File: config.mk
export PLATFORM = sky130hd
export DESIGN_NAME = game_control
export DESIGN_NICKNAME = d
export VERILOG_FILES = /design/src/rtl/game_control.sv
export SDC_FILE = /design/constraint.sdc
export NUM_CORES = 1
export LEC_CHECK = 0
export BUFFER_PORTS_ARGS = -buffer_cell sky130_fd_sc_hd__buf_2
export CORE_MARGIN = 3
export CORE_UTILIZATION = 40
export CTS_BUF_LIST = sky130_fd_sc_hd__clkbuf_2 sky130_fd_sc_hd__clkbuf_4 sky130_fd_sc_hd__clkbuf_8
export CTS_CLUSTER_DIAMETER = 50
export CTS_CLUSTER_SIZE = 40
export DETAILED_ROUTE_END_ITERATION = 10
export GPL_TIMING_DRIVEN = 0
export HOLD_SLACK_MARGIN = 0.12
export PLACE_DENSITY_LB_ADDON = 0.15
export SLEW_MARGIN = 10
export SYNTH_ARGS = -nofsm -noshare
export SYNTH_HDL_FRONTEND = slang
export SYNTH_SLANG_ARGS = --single-unit
File: constraint.sdc
create_clock -name clock -period 1.8 [get_ports clock]
set_clock_uncertainty 0.05 [all_clocks]
set_input_delay 0.18 -clock clock [delete_from_list [all_inputs] [get_ports clock]]
set_output_delay 0.18 -clock clock [all_outputs]
set_load 0.01 [all_outputs]
File: src/rtl/game_control.sv
// game_control: top-level gameplay FSM. Turns player keys into one datapath
// command at a time, waits for the matching *_done pulse, paces actions with a
// frame-rate divider and forces a full redraw after every action.
// Optional build macro: CTRL_TIMEOUT_EN adds a per-command watchdog that
// returns to S_INIT and pulses timeout_err when a done never arrives.
module game_control #(
   parameter int RATE_DIV       = 833333,
   parameter int TIMEOUT_CYCLES = 1000000
) (
   input  logic       clock,
   input  logic       reset,
   input  logic       key_up,
   input  logic       key_down,
   input  logic       key_left,
   input  logic       key_right,
   input  logic       key_attack,
   input  logic       init_done,
   input  logic       idle_done,
   input  logic       attack_done,
   input  logic       move_done,
   input  logic       draw_done,
   output logic       init,
   output logic       idle,
   output logic       attack,
   output logic       up,
   output logic       down,
   output logic       left,
   output logic       right,
   output logic       draw,
   output logic [1:0] facing,
   output logic       timeout_err
);

   localparam int DIV_W = $clog2(RATE_DIV);

   // Elaboration-time sanity checks on the configuration.
   if (RATE_DIV < 2) begin : g_bad_rate
      $error("game_control: RATE_DIV must be >= 2");
   end
   if (TIMEOUT_CYCLES < 2) begin : g_bad_timeout
      $error("game_control: TIMEOUT_CYCLES must be >= 2");
   end

   typedef enum logic [3:0] {
      S_INIT,
      S_DRAW,
      S_WAIT,
      S_ATTACK,
      S_UP,
      S_DOWN,
      S_LEFT,
      S_RIGHT,
      S_IDLE
   } state_t;

   state_t             r_state;
   state_t             w_next;
   state_t             w_dispatch;
   logic [DIV_W-1:0]   r_div;
   logic               w_tick;
   logic [1:0]         r_facing;
   logic               r_attack_latch;
   logic               r_attack_prev;
   logic               w_attack_rise;
   logic               w_done;
   logic               w_timeout;

`ifdef CTRL_TIMEOUT_EN
   localparam int TO_W = $clog2(TIMEOUT_CYCLES);
   logic [TO_W-1:0]    r_to_cnt;
   logic               r_timeout_err;
`endif

   assign w_tick        = (r_div == DIV_W'(RATE_DIV - 1));
   assign w_attack_rise = key_attack & ~r_attack_prev;

   // Free-running action-slot divider; wraps at RATE_DIV-1 and flags the tick.
   always_ff @(posedge clock) begin
      if (reset) begin
         r_div <= '0;
      end else if (w_tick) begin
         r_div <= '0;
      end else begin
         r_div <= r_div + DIV_W'(1);
      end
   end

   // Select the done pulse that belongs to the current command state.
   always_comb begin
      w_done = 1'b0;
      case (r_state)
         S_INIT:                       w_done = init_done;
         S_DRAW:                       w_done = draw_done;
         S_ATTACK:                     w_done = attack_done;
         S_UP, S_DOWN, S_LEFT, S_RIGHT: w_done = move_done;
         S_IDLE:                       w_done = idle_done;
         default:                      w_done = 1'b0;
      endcase
   end

   // Action priority at a tick: pending attack, then up/down/left/right, else idle.
   always_comb begin
      w_dispatch = S_IDLE;
      if (r_attack_latch)  w_dispatch = S_ATTACK;
      else if (key_up)     w_dispatch = S_UP;
      else if (key_down)   w_dispatch = S_DOWN;
      else if (key_left)   w_dispatch = S_LEFT;
      else if (key_right)  w_dispatch = S_RIGHT;
   end

   // Watchdog expiry: stuck in a command state for the full timeout window.
`ifdef CTRL_TIMEOUT_EN
   assign w_timeout = (r_state != S_WAIT) && !w_done &&
                      (r_to_cnt == TO_W'(TIMEOUT_CYCLES - 1));
`else
   assign w_timeout = 1'b0;
`endif

   // Next-state: every finished command returns to a redraw; a redraw returns to wait.
   always_comb begin
      w_next = r_state;
      if (w_timeout) begin
         w_next = S_INIT;
      end else if (r_state == S_WAIT) begin
         if (w_tick) w_next = w_dispatch;
      end else if (w_done) begin
         w_next = (r_state == S_DRAW) ? S_WAIT : S_DRAW;
      end
   end

   // State register plus facing, attack latch and watchdog bookkeeping.
   always_ff @(posedge clock) begin
      if (reset) begin
         r_state        <= S_INIT;
         r_facing       <= 2'd1;
         r_attack_latch <= 1'b0;
         r_attack_prev  <= 1'b0;
`ifdef CTRL_TIMEOUT_EN
         r_to_cnt       <= '0;
         r_timeout_err  <= 1'b0;
`endif
      end else begin
         r_state       <= w_next;
         r_attack_prev <= key_attack;

         if (r_state == S_WAIT) begin
            case (w_next)
               S_UP:    r_facing <= 2'd0;
               S_DOWN:  r_facing <= 2'd1;
               S_LEFT:  r_facing <= 2'd2;
               S_RIGHT: r_facing <= 2'd3;
               default: r_facing <= r_facing;
            endcase
         end

         // A fresh press wins over the clear from entering S_ATTACK.
         if (w_attack_rise) begin
            r_attack_latch <= 1'b1;
         end else if ((w_next == S_ATTACK) && (r_state != S_ATTACK)) begin
            r_attack_latch <= 1'b0;
         end

`ifdef CTRL_TIMEOUT_EN
         r_timeout_err <= w_timeout;
         if (w_timeout || (w_next != r_state)) begin
            r_to_cnt <= '0;
         end else if (r_state != S_WAIT) begin
            r_to_cnt <= r_to_cnt + TO_W'(1);
         end
`endif
      end
   end

   // Moore command decode; reset blanks all commands in the same cycle.
   always_comb begin
      init   = !reset && (r_state == S_INIT);
      idle   = !reset && (r_state == S_IDLE);
      attack = !reset && (r_state == S_ATTACK);
      up     = !reset && (r_state == S_UP);
      down   = !reset && (r_state == S_DOWN);
      left   = !reset && (r_state == S_LEFT);
      right  = !reset && (r_state == S_RIGHT);
      draw   = !reset && (r_state == S_DRAW);
   end

   assign facing = r_facing;

`ifdef CTRL_TIMEOUT_EN
   assign timeout_err = r_timeout_err;
`else
   assign timeout_err = 1'b0;
`endif

endmodule

==> flow_summary_export.csv, run 1 <==
group,metric,value,unit
status,run_status,"finished, violations left",
status,violated_checks,"negative setup slack",
cells_and_area,syn2layout_area_growth,28.6,%
timing,worst_slack,-225,ps
synthesis,synthDistinctLibCells,46,
critical_path,critical_path.slowest_cell,"sky130_fd_sc_hd__or4b_1",
critical_path,crit_path_category,"register to register",
routing,vias,1376,
synthesis,mappedNetlistArea,1490,um2
placed_design,number_of_placed_instances_with_taps_included,248,
timing,final_min_period_over_clock_period,112,%
synthesis,ys_top_cells_by_count,"sky130_fd_sc_hd__nor2_1, sky130_fd_sc_hd__dfxtp_1, sky130_fd_sc_hd__nand2_1",
routing,postRouteWirelength,3.53,mm
timing,report.final.slew_viol_count,0,
global_route,grt_use_total,17.8,%
power_and_ir_drop,power.density,616,nW/um2
critical_path,cp_cell_sequence,"or4b_1, or3_4, nand4b_1, nand2_4, buf_6, nor2_1",
hold_path,min_path_type,"input port to register",
synthesis,avgSynthCellArea,8.17,um2
routing,drt_iter0_drc,48,
routing,drt_first_pass_iters,4,
cells_and_area,finalNonFillerCells,262,
critical_path,regToRegEndpoint,"r_div[8]",
floorplanning,dieWidth,67.0,um
critical_path,r2r_setup_slack,-220,ps
floorplanning,design.core.area,3470,um2
critical_path,cp_slowest_stage_delay,520,ps
cells_and_area,final_cell_area,1910,um2
cells_and_area,post_route_cells_drive_above_1_share,29.2,%
routing,wl_per_cell,13.5,um
clock_tree,clk_pin_slew,100,ps
floorplanning,die_area,4490,um2
cells_and_area,antennaDiodeCount,0,
timing,rsz_0062_raised_after_global_routing,"true",
global_route,pin_count_of_the_biggest_net_entering_global_routing,16,
placed_design,placed_cell_area,1660,um2
timing,final.min_clock_period,2020,ps
critical_path,reg2reg_depth,6,
cells_and_area,sequential_cell_area,568,um2
timing,worst_tran_pin_value,558,ps
critical_path,cp.depth,6,
routing,final_antenna_net_count,0,
placed_design,globalplace.congestion,0.808,
critical_path,worstSetupEndpoint,"r_div[8]",
critical_path,worstSetupEndpointType,"register",
synthesis,synth_top_cell_by_area,"sky130_fd_sc_hd__dfxtp_1",
floorplanning,initial_utilization,42.9,%
synthesis,seq_area_frac_synth,37.7,%
synthesis,postSynth.topFlopCell,"sky130_fd_sc_hd__dfxtp_1",
global_route,grt_pass1_vias,1421,
synthesis,synth_top_cells_by_area,"sky130_fd_sc_hd__dfxtp_1, sky130_fd_sc_hd__nor2_1, sky130_fd_sc_hd__xnor2_1",
synthesis,fraction_of_registers_with_async_set_or_reset_after_synthesis,0,%
flow_run,cap_violations,0,
timing,worst_slew_margin_rel,62.3,%
routing,drc,0,
cells_and_area,fin_util,55.2,%
power_and_ir_drop,leakagePower,0.714,nW
cells_and_area,multi_input_gate_area,977,um2
critical_path,cp_max_fo,7,
floorplanning,std_cell_rows,21,
floorplanning,top_level_ports,23,
timing,finalSetupViolations,26,
global_route,grt-ovfl-total,0,
placed_design,dp_worst_setup_slack,-302,ps
critical_path,worstPathArrival,2160,ps
clock_tree,clock-root-buffer,"sky130_fd_sc_hd__clkbuf_8",
clock_tree,ctsLongestPathBuffers,2,
clock_tree,cts_buffers,3,
global_route,grt_antenna_before_repair,0,
clock_tree,cts.sink_count,28,
critical_path,crit-reg2reg-launch,"r_div[7]",
placed_design,io_buffers,20,
timing,fmaxAchievable,0.494,GHz
timing,hold_viol,0,
synthesis,proportion_of_netlist_area_held_by_the_largest_area_contributor,37.7,%
synthesis,synth.most_common_cell,"sky130_fd_sc_hd__nor2_1",
global_route,grt_pass1_wl,6.15,mm
critical_path,start_kind,"register",
critical_path,crit_family,"simple AND/OR/NAND/NOR gates",
clock_tree,clock_tree_from_tritoncts,"built",
synthesis,count_of_warnings_emitted_by_yosys,0,
synthesis,number_of_flops_mapped_to_enable_cells_by_yosys,0,
critical_path,cp_num_buf_inv,1,
power_and_ir_drop,max_ir_drop_vdd,400,uV
clock_tree,clk-insertion-delay-late,280,ps
critical_path,critPathRequiredTime,1940,ps
cells_and_area,fin_nets,231,
clock_tree,clock_tree.htree_level_count,1,
placed_design,dp.final_hpwl,2.44,mm
floorplanning,dieHeight,67.0,um
synthesis,syn_nets,196,
cells_and_area,n_fill_cell,344,
routing,viasPerCell,5.25,
synthesis,postSynthCellCount,182,
synthesis,synth-seq-cells,28,
critical_path,crit_path_start,"r_div[7]",
==> cells in the final DEF, fill, tap and decap left out, types with 2 or more instances in the layout <==
cell type	instances
sky130_fd_sc_hd__nor2_1	30
sky130_fd_sc_hd__dfxtp_1	24
sky130_fd_sc_hd__buf_2	20
sky130_fd_sc_hd__nand2_1	13
sky130_fd_sc_hd__buf_4	11
sky130_fd_sc_hd__xnor2_1	10
sky130_fd_sc_hd__xor2_1	8
sky130_fd_sc_hd__inv_1	7
sky130_fd_sc_hd__nor3_1	7
sky130_fd_sc_hd__and3_1	7
sky130_fd_sc_hd__nand4_1	6
sky130_fd_sc_hd__nand3_1	5
sky130_fd_sc_hd__nor2_2	4
sky130_fd_sc_hd__clkbuf_8	4
sky130_fd_sc_hd__or3_4	3
sky130_fd_sc_hd__nor2b_1	3
sky130_fd_sc_hd__nand4b_1	3
sky130_fd_sc_hd__nor4_4	3
sky130_fd_sc_hd__nand3_2	3
sky130_fd_sc_hd__a21oi_1	3
sky130_fd_sc_hd__dfxtp_2	3
sky130_fd_sc_hd__clkbuf_2	2
sky130_fd_sc_hd__nand2b_1	2
sky130_fd_sc_hd__buf_6	2
sky130_fd_sc_hd__o21ai_0	2
sky130_fd_sc_hd__ha_1	2
==> report_power, final <==
part	switching (mW)	total (mW)	internal, mW
Sequential	0.0164	0.646	0.630
Clock	0.204	0.400	0.197
Combinational	0.0699	0.133	0.0627
==> cell type report <==
| cell class | count | share of cell area (%) |
|---|---|---|
| Buffer | 6 | 2.09 |
| Clock buffer | 4 | 2.88 |
| Inverter | 7 | 1.37 |
| Multi-Input combinational cell | 140 | 51.1 |
| Sequential cell | 28 | 29.7 |
| Tap cell | 46 | 3.01 |
| Timing Repair Buffer | 31 | 9.88 |
==> worst reg2reg max path, delay by kind of cell (launching register included) <==
kind,cells,cell delay (ps)
simple gates,5,1410
buf+inv,1,140
flops,1,340
==> kinds of logic (layout without fill, tap and decap cells) <==
group | after synthesis | after routing | share of synthesized area (%)
AO/OA/AOI/OAI | 17 | 17 | 8.41
XOR/XNOR | 18 | 18 | 10.6
adder cells (fa/ha/maj) | 2 | 2 | 1.68
buffers and inverters | 14 | 48 | 4.04
flip-flops | 28 | 28 | 37.7
multiplexers | 1 | 1 | 0.673
other | 1 | 1 | 0.252
AND/OR/NAND/NOR | 101 | 101 | 36.7
==> registers in the layout (all words and copies together), names as in the netlist <==
signal,flops
r_div,20
facing,2
r_state,4
r_attack_latch,1
r_attack_prev,1
==> worst min path at each step <==
| stage | startpoint | endpoint | slack [ps] | depth (start not counted) |
|---|---|---|---|---|
| 2_1_floorplan | key_attack | r_attack_prev | 260 | 1 |
| 6_report | key_down | r_state[3] | 140 | 4 |
| 5_1_grt | key_right | r_state[3] | 170 | 4 |
| 3_5_place_dp | key_attack | r_attack_prev | 370 | 2 |
| 4_1_cts | key_down | r_state[3] | 130 | 4 |
| 3_3_place_gp | key_attack | r_attack_prev | 360 | 2 |
==> routing by layer <==
layer | global-route usage (%) | wire length (um)
met1 | 20.1 | 1520
met2 | 31.7 | 1760
met3 | 2.53 | 144
met4 | 9.62 | 94
met5 | 0 | 0
==> metrics by stage <==
step	TNS [ps]	hold WS (ps)	power [mW]
2_1_floorplan	-1190	258	0.732
3_3_place_gp	-5050	358	0.763
3_5_place_dp	-5450	368	0.766
4_1_cts	-4640	131	1.18
5_1_grt	-6960	169	1.23
6_report	-4850	140	1.18
==> timing repair <==
item,4_1_cts,5_1_grt
setup endpoints to repair,27,31
pin swaps,15,8
cloned,1,0
buffers inserted,7,2
resized for setup,11,23
hold buffers,1,0
hold endpoints to repair,1,0
No activity file was read; power rests on OpenSTA's default activity.
==> inputs of run 2 (changes only) <==
Settings changed: PLACE_DENSITY_LB_ADDON 0.15 to 0.1.
==> flow_summary_export.csv, run 2 (same netlist as run 1, synthesis figures left out) <==
group,metric,value,unit
status,run_status,"finished, violations left",
status,violated_checks,"negative setup slack",
clock_tree,clock-root-buffer,"sky130_fd_sc_hd__clkbuf_8",
cells_and_area,antennaDiodeCount,0,
cells_and_area,multi_input_gate_area,991,um2
cells_and_area,max_ffs_per_register,20,
placed_design,number_of_placed_instances_with_taps_included,248,
floorplanning,std_cell_rows,21,
critical_path,cp_max_fo,6,
critical_path,reg2reg_depth,5,
routing,vias,1390,
hold_path,worst_hold_path.endpoint,"r_state[3]",
cells_and_area,final_cell_area,1930,um2
floorplanning,die_area,4490,um2
clock_tree,cts_buffers,3,
routing,drt_iter0_drc,66,
clock_tree,ctsLongestPathBuffers,2,
critical_path,start_kind,"register",
flow_run,cap_violations,0,
floorplanning,top_level_ports,23,
clock_tree,cts.sink_count,28,
hold_path,min_delay_path_depth,4,
cells_and_area,sequential_cell_area,566,um2
floorplanning,dieWidth,67.0,um
power_and_ir_drop,post-layout-total-power,1.28,mW
critical_path,r2r_setup_slack,-230,ps
routing,final_antenna_net_count,0,
power_and_ir_drop,power.density,665,nW/um2
timing,final.min_clock_period,2030,ps
routing,drc,0,
floorplanning,initial_utilization,42.9,%
cells_and_area,finalNonFillerCells,259,
timing,finalSetupViolations,26,
timing,fmaxAchievable,0.492,GHz
cells_and_area,layout.cells.most_common_list,"sky130_fd_sc_hd__nor2_1, sky130_fd_sc_hd__dfxtp_1, sky130_fd_sc_hd__buf_2",
placed_design,globalplace.congestion,0.779,
critical_path,regToRegEndpoint,"r_div[4]",
timing,worst_slew_margin_rel,61.2,%
critical_path,crit_path_category,"register to register",
cells_and_area,layout.cells.most_common,"sky130_fd_sc_hd__nor2_1",
placed_design,io_buffers,20,
floorplanning,design.core.area,3470,um2
placed_design,dp.final_hpwl,2.68,mm
cells_and_area,post_route_cells_drive_above_1_share,30.5,%
critical_path,critPathRequiredTime,1930,ps
global_route,grt-ovfl-total,0,
cells_and_area,max_flop_register,"r_div",
critical_path,worstSetupEndpointType,"register",
timing,report.final.slew_viol_count,0,
power_and_ir_drop,leakagePower,0.704,nW
cells_and_area,n_fill_cell,340,
power_and_ir_drop,max_ir_drop_vdd,627,uV
timing,worst_slack,-234,ps
cells_and_area,fin_nets,228,
hold_path,min_path_type,"input port to register",
clock_tree,clock_tree_from_tritoncts,"built",
global_route,pin_count_of_the_biggest_net_entering_global_routing,17,
timing,worst_tran_pin_value,575,ps
placed_design,placed_cell_area,1660,um2
global_route,grt_antenna_before_repair,0,
routing,wl_per_cell,14.1,um
timing,final_min_period_over_clock_period,113,%
routing,postRouteWirelength,3.65,mm
timing,hold_viol,0,
hold_path,origin_of_the_worst_min_delay_path,"key_right",
clock_tree,clk-insertion-delay-late,270,ps
critical_path,worstPathArrival,2160,ps
critical_path,crit-reg2reg-launch,"r_div[2]",
clock_tree,clock_tree.htree_level_count,1,
clock_tree,clk_pin_slew,100,ps
timing,rsz_0062_raised_after_global_routing,"true",
global_route,grt_pass1_wl,6.18,mm
global_route,grt_pass1_vias,1358,
global_route,grt_use_total,17.8,%
cells_and_area,syn2layout_area_growth,29.4,%
routing,viasPerCell,5.37,
floorplanning,dieHeight,67.0,um
routing,drt_first_pass_iters,4,
## run 2: how the worst max path moves through the flow
stage	from	end	slack [ps]	cells past startpoint
6_report	r_div[2]	r_div[4]	-230	5
3_3_place_gp	r_div[2]	r_div[16]	-330	6
5_1_grt	r_div[7]	r_div[10]	-310	6
2_1_floorplan	r_div[7]	r_div[10]	-100	6
3_5_place_dp	r_div[2]	r_div[16]	-350	6
4_1_cts	r_div[7]	r_div[1]	-220	5
## run 2: worst max-delay path: stages, from the launching register on
cell and delay (ps):
sky130_fd_sc_hd__dfxtp_2 400, sky130_fd_sc_hd__or4b_1 440, sky130_fd_sc_hd__or3_4 370, sky130_fd_sc_hd__nand4b_1 300
sky130_fd_sc_hd__buf_4 220, sky130_fd_sc_hd__and3_4 160
## run 2: stage by stage
stage / hold WS, ps / TNS (ps) / worst slack [ps] / util (%)
2_1_floorplan: 258 / -1190 / -101 / -
3_3_place_gp: 362 / -5960 / -332 / 47.8
3_5_place_dp: 385 / -6040 / -347 / 47.8
4_1_cts: 167 / -4740 / -222 / 54.2
5_1_grt: 196 / -6890 / -306 / 55.5
6_report: 170 / -5010 / -234 / 55.5
## run 2: cell type report
cell class	instances	area share, %
Buffer	6	2.27
Clock buffer	3	2.14
Clock inverter	1	1.56
Timing Repair Buffer	28	8.84
Tap cell	46	2.99
Sequential cell	28	29.4
Inverter	7	1.36
Multi-Input combinational cell	140	51.5
## run 2: per-layer routing
| metal | vias to the layer above | part of all wire [%] | track usage, % |
|---|---|---|---|
| met3 | 4 | 6.0 | 4.72 |
| met1 | 647 | 46 | 23.6 |
| met4 | 0 | 0.96 | 4.30 |
| li1 | 699 | - | - |
| met2 | 40 | 47 | 28.6 |
| met5 | - | 0 | 0 |
## run 2: report_power, final
group / internal (mW) / switching (mW)
sequential: 0.632 / 0.0171
clock: 0.298 / 0.197
combinational: 0.0634 / 0.0732
## run 2: what timing repair did
action | 4_1_cts | 5_1_grt
hold endpoints to repair | 1 | 0
pin swaps | 16 | 4
resized for setup | 20 | 19
buffers inserted | 7 | 0
endpoints found under the setup margin | 27 | 33
hold buffers | 1 | 0
==> inputs of run 3 (changes only) <==
--- a/constraint.sdc
+++ b/constraint.sdc
@@ -4,2 +4,2 @@
 set_output_delay 0.18 -clock clock [all_outputs]
-set_load 0.01 [all_outputs]
+set_load 0.02 [all_outputs]
==> flow_summary_export.csv, run 3 (same netlist as run 1, synthesis figures left out) <==
group,metric,value,unit
cells_and_area,max_flop_register,"r_div",
cells_and_area,antennaDiodeCount,0,
clock_tree,clock_tree.htree_level_count,1,
timing,final_min_period_over_clock_period,113,%
power_and_ir_drop,power.share.switching,22.9,%
power_and_ir_drop,power.density,667,nW/um2
global_route,grt_pass1_vias,1364,
power_and_ir_drop,power.clock.fraction,38.6,%
clock_tree,clk-insertion-delay-late,270,ps
timing,final.min_clock_period,2040,ps
routing,drc,0,
timing,fmaxAchievable,0.490,GHz
critical_path,cp_num_buf_inv,1,
critical_path,cp_max_fo,6,
floorplanning,std_cell_rows,21,
floorplanning,initial_utilization,42.9,%
cells_and_area,layout.cells.most_common,"sky130_fd_sc_hd__nor2_1",
timing,holdWs,167,ps
floorplanning,design.core.area,3470,um2
critical_path,r2r_setup_slack,-240,ps
cells_and_area,max_ffs_per_register,20,
cells_and_area,finalNonFillerCells,259,
critical_path,worstSetupEndpointType,"register",
clock_tree,clk_pin_slew,100,ps
power_and_ir_drop,combPwrFrac,11.0,%
status,run_status,"finished, violations left",
timing,finalSetupViolations,26,
clock_tree,cts.sink_count,28,
routing,final_antenna_net_count,0,
power_and_ir_drop,power.sequential.fraction,50.3,%
routing,drt_first_pass_iters,4,
global_route,pin_count_of_the_biggest_net_entering_global_routing,17,
routing,viasPerCell,5.39,
global_route,grt_pass1_wl,6.20,mm
placed_design,number_of_placed_instances_with_taps_included,248,
floorplanning,top_level_ports,23,
routing,wl_per_cell,14.3,um
timing,rsz_0062_raised_after_global_routing,"true",
floorplanning,dieHeight,67.0,um
clock_tree,ctsLongestPathBuffers,2,
timing,worst_tran_pin_value,592,ps
critical_path,critical_path.slowest_cell,"sky130_fd_sc_hd__or4b_1",
cells_and_area,syn2layout_area_growth,30.0,%
placed_design,dp.final_hpwl,2.68,mm
critical_path,cp_cell_sequence,"or4b_1, or3_4, nand4b_1, buf_4, and3_4",
status,violated_checks,"negative setup slack",
clock_tree,clock-root-buffer,"sky130_fd_sc_hd__clkbuf_8",
floorplanning,dieWidth,67.0,um
power_and_ir_drop,internal-power,0.994,mW
global_route,grt_use_total,17.9,%
hold_path,min_path_type,"input port to register",
clock_tree,clock_tree_from_tritoncts,"built",
critical_path,crit_path_category,"register to register",
floorplanning,die_area,4490,um2
placed_design,io_buffers,20,
timing,report.final.slew_viol_count,0,
global_route,grt-ovfl-total,0,
routing,vias,1395,
routing,drt_iter0_drc,65,
timing,worst_slack,-239,ps
placed_design,globalplace.congestion,0.779,
critical_path,start_kind,"register",
cells_and_area,layout.cells.most_common_list,"sky130_fd_sc_hd__nor2_1, sky130_fd_sc_hd__dfxtp_1, sky130_fd_sc_hd__buf_2",
critical_path,critPathRequiredTime,1930,ps
critical_path,worstPathArrival,2170,ps
cells_and_area,fin_nets,228,
global_route,grt_antenna_before_repair,0,
cells_and_area,post_route_cells_drive_above_1_share,31.5,%
critical_path,cp_slowest_stage_delay,440,ps
clock_tree,cts_buffers,3,
critical_path,crit_family,"simple AND/OR/NAND/NOR gates",
timing,hold_viol,0,
routing,postRouteWirelength,3.71,mm
flow_run,cap_violations,0,
power_and_ir_drop,power.net_switching,0.296,mW
timing,worst_slew_margin_rel,60.0,%
power_and_ir_drop,max_ir_drop_vdd,631,uV
cells_and_area,n_fill_cell,339,
power_and_ir_drop,leakagePower,0.707,nW
[run 3: cell counts in the layout (fill, tap and decap cells not counted)]
No cell type changed its count.
[run 3: path summary, 6_finish.rpt]
check,start,end,cells past startpoint
worst max-delay path,r_div[2],r_div[4],5
worst min-delay path,key_right,r_state[3],4
worst max register to register,r_div[2],r_div[4],5
worst min register to register,r_div[0],r_div[0],1
[run 3: routing by layer]
metal | part of all wire, % | GRT usage, %
met1 | 49 | 23.7
met2 | 46 | 28.3
met3 | 3.9 | 4.89
met4 | 1.1 | 4.81
met5 | 0 | 0
[run 3: power by group through the flow]
| stage | clock [mW] | combinational [mW] | sequential, mW |
|---|---|---|---|
| CTS | 0.502 | 0.138 | 0.645 |
| finish | 0.498 | 0.142 | 0.649 |
| detailed placement | 0 | 0.116 | 0.658 |
| global placement | 0 | 0.113 | 0.657 |
| floorplan | 0 | 0.0809 | 0.655 |
| global route | 0.533 | 0.155 | 0.651 |
[run 3: through the flow]
step / worst slack (ps) / utilization [%] / area (um2) / setup TNS, ps / total power [mW]
final: -239 / 55.8 / 1930 / -5110 / 1.29
after floorplan: -101 / - / 1500 / -1190 / 0.736
after CTS: -222 / 54.4 / 1890 / -4740 / 1.28
after detailed placement: -347 / 47.8 / 1660 / -6040 / 0.774
after global routing: -307 / 55.8 / 1930 / -6920 / 1.34
after global placement: -332 / 47.8 / 1660 / -5960 / 0.770
[run 3: repair_timing]
item | 4_1_cts | 5_1_grt
buffers inserted | 7 | 0
resized for setup | 22 | 19
setup endpoints to repair | 27 | 33
hold buffers | 1 | 0
hold endpoints to repair | 1 | 0
pin swaps | 16 | 5
[run 3: final cells by class]
type	instances	area (um2)	share of cell area (%)
plain buffers	6	43.8	2.26
flip-flops and latches	28	567	29.3
clock buffers	3	41.3	2.13
multi-input cells	140	996	51.5
repair buffers	28	173	8.93
clock inverters	1	30.0	1.55
well taps	46	57.6	2.98
inverters	7	26.3	1.36
[run 3: tightest hold or removal path, stage by stage]
cell                      delay, ps
sky130_fd_sc_hd__buf_2           80
sky130_fd_sc_hd__nor2_1          50
sky130_fd_sc_hd__nand3_1         80
sky130_fd_sc_hd__a21oi_1         60
